**src/rtl/ucom_timer_pkg.sv**
```systemverilog
// Shared constants and helpers for the uCOM-4x multi-channel interval timer.
package ucom_timer_pkg;

    localparam logic MODE_ONESHOT = 1'b0;
    localparam logic MODE_RELOAD  = 1'b1;

    localparam int DEF_PRE_W = 6;
    localparam int DEF_CNT_W = 6;

    function automatic int ch_w(input int n);
        return (n > 1) ? $clog2(n) : 1;
    endfunction

endpackage

```
**src/rtl/ucom_timer_if.sv**
```systemverilog
// Core-side command/status bundle of the interval timer.
interface ucom_timer_if
    import ucom_timer_pkg::*;
#(
    parameter int CHANNELS = 2,
    parameter int CNT_W    = DEF_CNT_W
);
    localparam int CH_W = ch_w(CHANNELS);

    logic                ce;
    logic                ld;
    logic [CH_W-1:0]     ld_ch;
    logic [CNT_W-1:0]    ld_val;
    logic                ld_mode;
    logic                clr;
    logic [CH_W-1:0]     clr_ch;
    logic                ien_we;
    logic [CHANNELS-1:0] ien_val;
    logic [CH_W-1:0]     rd_ch;
    logic [CNT_W-1:0]    rd_cnt;
    logic [CHANNELS-1:0] run;
    logic [CHANNELS-1:0] tm;
    logic [CHANNELS-1:0] ovf;
    logic                irq;

    modport master (
        output ce, ld, ld_ch, ld_val, ld_mode,
        output clr, clr_ch, ien_we, ien_val, rd_ch,
        input  rd_cnt, run, tm, ovf, irq
    );

    modport slave (
        input  ce, ld, ld_ch, ld_val, ld_mode,
        input  clr, clr_ch, ien_we, ien_val, rd_ch,
        output rd_cnt, run, tm, ovf, irq
    );

endinterface

```
**src/rtl/ucom_timer_chan.sv**
```systemverilog
// One timer channel: prescaler, down-counter, reload value and flags.
module ucom_timer_chan
    import ucom_timer_pkg::*;
#(
    parameter int PRE_W = DEF_PRE_W,
    parameter int CNT_W = DEF_CNT_W
) (
    input  logic             clk,
    input  logic             rst_n,
    input  logic             ce,
    input  logic             ld,
    input  logic             clr,
    input  logic [CNT_W-1:0] ld_val,
    input  logic             ld_mode,
    output logic [CNT_W-1:0] cnt,
    output logic             run,
    output logic             tm,
    output logic             ovf
);

    logic [PRE_W-1:0] r_pre;
    logic [CNT_W-1:0] r_cnt;
    logic [CNT_W-1:0] r_rld;
    logic             r_mode;
    logic             r_run;
    logic             r_tm;
    logic             r_ovf;

    logic w_tick;
    logic w_wrap;
    logic w_expire;

    assign w_tick   = ce && r_run;
    assign w_wrap   = w_tick && (&r_pre);
    assign w_expire = w_wrap && (r_cnt == '0);

    always_ff @(posedge clk or negedge rst_n) begin
        if (!rst_n) begin
            r_pre  <= '0;
            r_cnt  <= '0;
            r_rld  <= '0;
            r_mode <= MODE_ONESHOT;
            r_run  <= 1'b0;
            r_tm   <= 1'b0;
            r_ovf  <= 1'b0;
        end else if (ld) begin
            r_pre  <= '0;
            r_cnt  <= ld_val;
            r_rld  <= ld_val;
            r_mode <= ld_mode;
            r_run  <= 1'b1;
            r_tm   <= 1'b0;
            r_ovf  <= 1'b0;
        end else begin
            if (w_tick)
                r_pre <= r_pre + PRE_W'(1);
            if (w_wrap && !w_expire)
                r_cnt <= r_cnt - CNT_W'(1);
            // a clear in the expiring cycle only suppresses the overrun term
            if (w_expire) begin
                r_tm  <= 1'b1;
                r_ovf <= r_ovf | (r_tm & ~clr);
                if (r_mode == MODE_RELOAD)
                    r_cnt <= r_rld;
                else
                    r_run <= 1'b0;
            end else if (clr) begin
                r_tm  <= 1'b0;
                r_ovf <= 1'b0;
            end
        end
    end

    assign cnt = r_cnt;
    assign run = r_run;
    assign tm  = r_tm;
    assign ovf = r_ovf;

endmodule

```
**src/rtl/ucom_timer.sv**
```systemverilog
// Multi-channel interval timer: channel array, command decode, ien/irq, readback.
module ucom_timer
    import ucom_timer_pkg::*;
#(
    parameter int CHANNELS = 2,
    parameter int PRE_W    = DEF_PRE_W,
    parameter int CNT_W    = DEF_CNT_W
) (
    input  logic         clk,
    input  logic         _RESET,
    ucom_timer_if.slave  bus
);

    localparam int CH_W = ch_w(CHANNELS);

    logic [CHANNELS-1:0] w_ld;
    logic [CHANNELS-1:0] w_clr;
    logic [CHANNELS-1:0] w_run;
    logic [CHANNELS-1:0] w_tm;
    logic [CHANNELS-1:0] w_ovf;
    logic [CNT_W-1:0]    w_cnt [CHANNELS];
    logic [CNT_W-1:0]    w_rd_cnt;
    logic [CHANNELS-1:0] r_ien;
    logic                r_irq;

    // channel indices >= CHANNELS never match, so those commands fall away
    for (genvar g = 0; g < CHANNELS; g++) begin : g_ch
        assign w_ld[g]  = bus.ld  && (bus.ld_ch  == CH_W'(g));
        assign w_clr[g] = bus.clr && (bus.clr_ch == CH_W'(g));

        ucom_timer_chan #(
            .PRE_W (PRE_W),
            .CNT_W (CNT_W)
        ) u_chan (
            .clk     (clk),
            .rst_n   (_RESET),
            .ce      (bus.ce),
            .ld      (w_ld[g]),
            .clr     (w_clr[g]),
            .ld_val  (bus.ld_val),
            .ld_mode (bus.ld_mode),
            .cnt     (w_cnt[g]),
            .run     (w_run[g]),
            .tm      (w_tm[g]),
            .ovf     (w_ovf[g])
        );
    end

    always_comb begin
        w_rd_cnt = '0;
        for (int i = 0; i < CHANNELS; i++)
            if (bus.rd_ch == CH_W'(i))
                w_rd_cnt = w_cnt[i];
    end

    always_ff @(posedge clk or negedge _RESET) begin
        if (!_RESET) begin
            r_ien <= '0;
            r_irq <= 1'b0;
        end else begin
            if (bus.ien_we)
                r_ien <= bus.ien_val;
            r_irq <= |(w_tm & r_ien);
        end
    end

    assign bus.rd_cnt = w_rd_cnt;
    assign bus.run    = w_run;
    assign bus.tm     = w_tm;
    assign bus.ovf    = w_ovf;
    assign bus.irq    = r_irq;

endmodule

```
**src/flat_wrapper.sv**
```systemverilog
// flat-port wrapper written by rule: the top's interface ports become plain ports
module ucom_timer_flat import ucom_timer_pkg::*;
#(
    parameter int CHANNELS = 2,
    parameter int PRE_W    = DEF_PRE_W,
    parameter int CNT_W    = DEF_CNT_W
)
  (clk, _RESET, bus_ce, bus_ld, bus_ld_ch, bus_ld_val, bus_ld_mode, bus_clr, bus_clr_ch, bus_ien_we, bus_ien_val, bus_rd_ch, bus_rd_cnt, bus_run, bus_tm, bus_ovf, bus_irq);
  ucom_timer_if #(.CHANNELS(CHANNELS), .CNT_W(CNT_W)) bus_i ();
  input  logic clk;
  input  logic _RESET;
  input wire logic [$bits(bus_i.ce)-1:0] bus_ce;
  input wire logic [$bits(bus_i.ld)-1:0] bus_ld;
  input wire logic [$bits(bus_i.ld_ch)-1:0] bus_ld_ch;
  input wire logic [$bits(bus_i.ld_val)-1:0] bus_ld_val;
  input wire logic [$bits(bus_i.ld_mode)-1:0] bus_ld_mode;
  input wire logic [$bits(bus_i.clr)-1:0] bus_clr;
  input wire logic [$bits(bus_i.clr_ch)-1:0] bus_clr_ch;
  input wire logic [$bits(bus_i.ien_we)-1:0] bus_ien_we;
  input wire logic [$bits(bus_i.ien_val)-1:0] bus_ien_val;
  input wire logic [$bits(bus_i.rd_ch)-1:0] bus_rd_ch;
  output wire logic [$bits(bus_i.rd_cnt)-1:0] bus_rd_cnt;
  output wire logic [$bits(bus_i.run)-1:0] bus_run;
  output wire logic [$bits(bus_i.tm)-1:0] bus_tm;
  output wire logic [$bits(bus_i.ovf)-1:0] bus_ovf;
  output wire logic [$bits(bus_i.irq)-1:0] bus_irq;
  assign bus_i.ce = bus_ce;
  assign bus_i.ld = bus_ld;
  assign bus_i.ld_ch = bus_ld_ch;
  assign bus_i.ld_val = bus_ld_val;
  assign bus_i.ld_mode = bus_ld_mode;
  assign bus_i.clr = bus_clr;
  assign bus_i.clr_ch = bus_clr_ch;
  assign bus_i.ien_we = bus_ien_we;
  assign bus_i.ien_val = bus_ien_val;
  assign bus_i.rd_ch = bus_rd_ch;
  assign bus_rd_cnt = bus_i.rd_cnt;
  assign bus_run = bus_i.run;
  assign bus_tm = bus_i.tm;
  assign bus_ovf = bus_i.ovf;
  assign bus_irq = bus_i.irq;
  ucom_timer #(.CHANNELS(CHANNELS), .PRE_W(PRE_W), .CNT_W(CNT_W)) u_core (.clk(clk), ._RESET(_RESET), .bus(bus_i));
endmodule
```
**config.mk**
```make
export PLATFORM = sky130hd
export DESIGN_NAME = ucom_timer_flat
export DESIGN_NICKNAME = d
export VERILOG_FILES = /design/src/rtl/ucom_timer_pkg.sv /design/src/rtl/ucom_timer_if.sv /design/src/rtl/ucom_timer_chan.sv /design/src/rtl/ucom_timer.sv /design/src/flat_wrapper.sv
export SDC_FILE = /design/constraint.sdc
export NUM_CORES = 1
export LEC_CHECK = 0
export ABC_AREA = 1
export BUFFER_PORTS_ARGS = -buffer_cell sky130_fd_sc_hd__buf_4
export CAP_MARGIN = 5
export CORE_ASPECT_RATIO = 2
export CORE_MARGIN = 5
export CORE_UTILIZATION = 25
export CTS_CLUSTER_SIZE = 30
export DETAILED_ROUTE_END_ITERATION = 8
export PLACE_DENSITY = 0.53
export SLEW_MARGIN = 0
export SYNTH_ARGS = -nofsm -noshare
export SYNTH_HDL_FRONTEND = slang
export SYNTH_SLANG_ARGS = --single-unit
export TNS_END_PERCENT = 50
```
**constraint.sdc**
```tcl
create_clock -name clk -period 1.6 [get_ports clk]
set_input_delay 0.4 -clock clk [delete_from_list [all_inputs] [get_ports clk]]
set_output_delay 0.4 -clock clk [all_outputs]
set_load 0.01 [all_outputs]
```
==> results.md <==
- Post-Layout Inst Area: 3310 µm²
- Cells after synthesis: 327
- Reg power frac: 45.0%
- Clock power share: 32.5%
- Vias in the first global route: 2223
- Reg2reg setup slack: 0.02 ns
- Dpl hpwl: 5050 µm
- Post-synth cell types: 31
- Rel. slew slack: 78.1%
- Cell family with most CP delay: simple AND/OR/NAND/NOR gates
- Max-cap violations: 0
- Critical Path RT: 1.83 ns
- Slowest stage cell on the critical path: dfrtp_1
- First-pass GRT wire length: 10500 µm
- GRT Util Overall: 10.9%
- Psw: 0.000952 W
- Final setup vio count: 0
- TritonCTS clock tree: built
- # H-tree levels: 2
- GR Util met1: 10.5%
- CP Capture Type: register
- Placer congestion estimate: 0.854
- Largest net degree at the start of global routing: 25
- Switch share: 29.8%
- Syn nets: 351
- Total power: 0.00320 W
- Ports: 31
- Sequential-to-total area share from yosys stat: 45.1%
- Die Ht: 154 µm
- Power Density: 968 nW/µm²
- Clk pin slew, worst setup/hold paths: 0.06 ns
- CP peak stage delay: 0.41 ns
- Ant diodes: 0
- Clock Tree Buf Depth: 2
- Synth Area per Inst: 7.98 µm²
- CP bufs+invs: 2
- DP Cell Count: 489
- Initial Utilization: 25.7%
- Initial antenna violation count: 0
- 1st-iter DRT viols: 82
- Die Wd: 82.2 µm
- Crit share post-route: 98.9%
- Reg2Reg Depth: 9
- RSZ-0062 raised after global routing: true
- Met2 usage: 20.8%
- Port Buffers: 30
- Logic pwr share: 22.5%
- Total routed wirelength: 6430 µm
- Slew of the pin with the lowest slew margin: 0.325 ns
- Final Max Slew Viols: 0
- Layout cell share with drive strength beyond 1: 27.0%
- Clk_skew: 0.00420 ns
- Worst skew pair latency: 0.29 ns
- Global routing's busiest layer: met2
- Drt wl/cell: 12.7 µm
- Synth Register Bits: 47
- Area delta synth->final: 26.7%
- Worst path cell trace: ha_4 -> nand3_4 -> nor3_4 -> nand3_4 -> buf_4 -> nand2_1 -> nand3b_1 -> nand2_1 -> inv_1
- Crit path depth: 9
- Syn Std Cell Area: 2610 µm²
- Hold Buf Count CTS: 0
- Int Pwr: 0.00225 W
- TritonCTS Sinks: 47
- Arrival @ worst endpoint: 1.81 ns
- Min Tclk post-route: 1.58 ns
- Num CTS Buffers: 5
- DRC viols: 0
- Clock tree root buffer cell: clkbuf_16
- Type of origin of the critical path: register
- Placed Area: 3030 µm²
- Status: complete, no violations
- Synth top area share: 45.1%
- Fin cells: 505
- TritonRoute pass-1 iters: 4
- GR Util met3: 1.57%
- ANT nets after route: 0
- HP Class: in -> async
- Via/cell ratio: 4.30
- Worst Path Class, Setup: reg -> reg
- Top cell type by total area after synthesis: dfrtp_1
- Std-Cell Rows: 52
- Total grt overflow: 0
- Full die area: 12700 µm²
- Crit Path Max Fanout: 6
- Synth top area cells: dfrtp_1, nand2_1, o21ai_0, inv_1, nor2_1
- Synthesis warning total: 0
- Fmax: 0.632 GHz
- Max IR drop VDD: 0.000475 V
- Hold Vio Cnt, Final: 0
- Core area: 10100 µm²
- Final nets: 394
- Via count: 2171
- Pleak: 1.60 nW
-- cells in the final DEF, fill, tap and decap left out, types with 3 or more instances in the layout --
master,n
nand2_1,93
nand4_1,3
ha_1,4
nor2_2,6
buf_4,42
a21oi_1,10
nand2_4,3
buf_12,4
nand3_1,14
dfrtp_1,46
clkbuf_16,5
nand3_4,3
o21ai_0,22
o21ai_1,12
nor2_1,26
nor2_4,7
inv_1,31
nand2_2,7
inv_2,8
-- registers in the layout (all words and copies together) (netlist names) --
signal                     flops
u_core.bus.irq                 1
u_core.g_ch.u_chan.cnt        12
u_core.g_ch.u_chan.ovf         2
u_core.g_ch.u_chan.r_mode      2
u_core.g_ch.u_chan.r_pre      12
u_core.g_ch.u_chan.r_rld      12
u_core.g_ch.u_chan.run         2
u_core.g_ch.u_chan.tm          2
u_core.r_ien                   2
-- cell usage after synthesis, drive strengths merged --
master  instances
nand3b          2
clkbuf          1
buf            10
dfrtp          47
nand3          19
a31o            1
nor2           39
inv            39
nor3            3
mux2            2
a21oi          12
a211oi          2
a22o            1
o21bai          1
ha              6
nand4           3
o21ai          35
nand2         103
o211a           1
-- timing repair --
action                                  4_1_cts  5_1_grt
gates cloned                                  0        0
pin swaps                                     1        6
endpoints found under the setup margin        1       14
gates resized for setup                       1       16
setup buffers                                 0        9
hold endpoints to repair                      0        0
-- cell type report --
type / count / area, µm²
inverters: 39 / 146
well taps: 135 / 169
flip-flops and latches: 47 / 1180
multi-input cells: 230 / 1260
fillers: 1116 / 6840
repair buffers: 47 / 407
clock inverters: 1 / 5.00
clock buffers: 6 / 139
-- power groups by stage --
stage | combinational, W | sequential (W) | clock (W)
after floorplan | 0.000421 | 0.00142 | 0
after global placement | 0.000646 | 0.00145 | 0
after detailed placement | 0.000653 | 0.00145 | 0
after CTS | 0.000657 | 0.00143 | 0.00108
after global routing | 0.000819 | 0.00146 | 0.00113
final | 0.000720 | 0.00144 | 0.00104
-- through the flow --
| step | hold slack [ns] | setup TNS [ns] | util (%) | setup WS (ns) |
|---|---|---|---|---|
| after floorplan | 0.104 | 0 | - | 0.219 |
| final | 0.00630 | 0 | 32.6 | 0.0171 |
| after global placement | 0.330 | 0 | 29.8 | 0.0207 |
| after detailed placement | 0.329 | 0 | 29.8 | 0.0323 |
| after CTS | 0.0170 | 0 | 31.3 | 0.0131 |
| after global routing | 0.0246 | -0.246 | 32.6 | -0.0436 |
-- routing by layer --
metal | part of all wire [%] | vias up | wire [µm]
met5 | 0 | - | 0
met3 | 1.1 | 9 | 70
met4 | 4.0 | 0 | 255
met2 | 59 | 18 | 3810
li1 | - | 1125 | -
met1 | 36 | 1019 | 2290
-- cell families (layout without fill, tap and decap cells) --
group	count (synthesis)	count (layout)	share of synthesized area, %
mux	2	2	0.863
flops	47	47	45.1
compound gates	53	53	11.4
fa+ha+maj	6	6	2.88
buf+inv	50	93	8.34
simple gates	169	169	31.5
-- worst paths after layout --
| kind | startpoint | endpoint |
|---|---|---|
| max in group asynchronous | _RESET | u_core.g_ch[0].u_chan.cnt[3] |
| min in group clk | bus_ien_val[0] | u_core.r_ien[0] |
| min | _RESET | u_core.g_ch[1].u_chan.r_pre[0] |
| max reg2reg | u_core.g_ch[1].u_chan.r_pre[1] | u_core.g_ch[1].u_chan.cnt[4] |
| max | u_core.g_ch[1].u_chan.r_pre[1] | u_core.g_ch[1].u_chan.cnt[4] |
| min reg2reg | u_core.g_ch[1].u_chan.r_rld[3] | u_core.g_ch[1].u_chan.r_rld[3] |
Note: power is estimated with default switching activity, not from simulation.
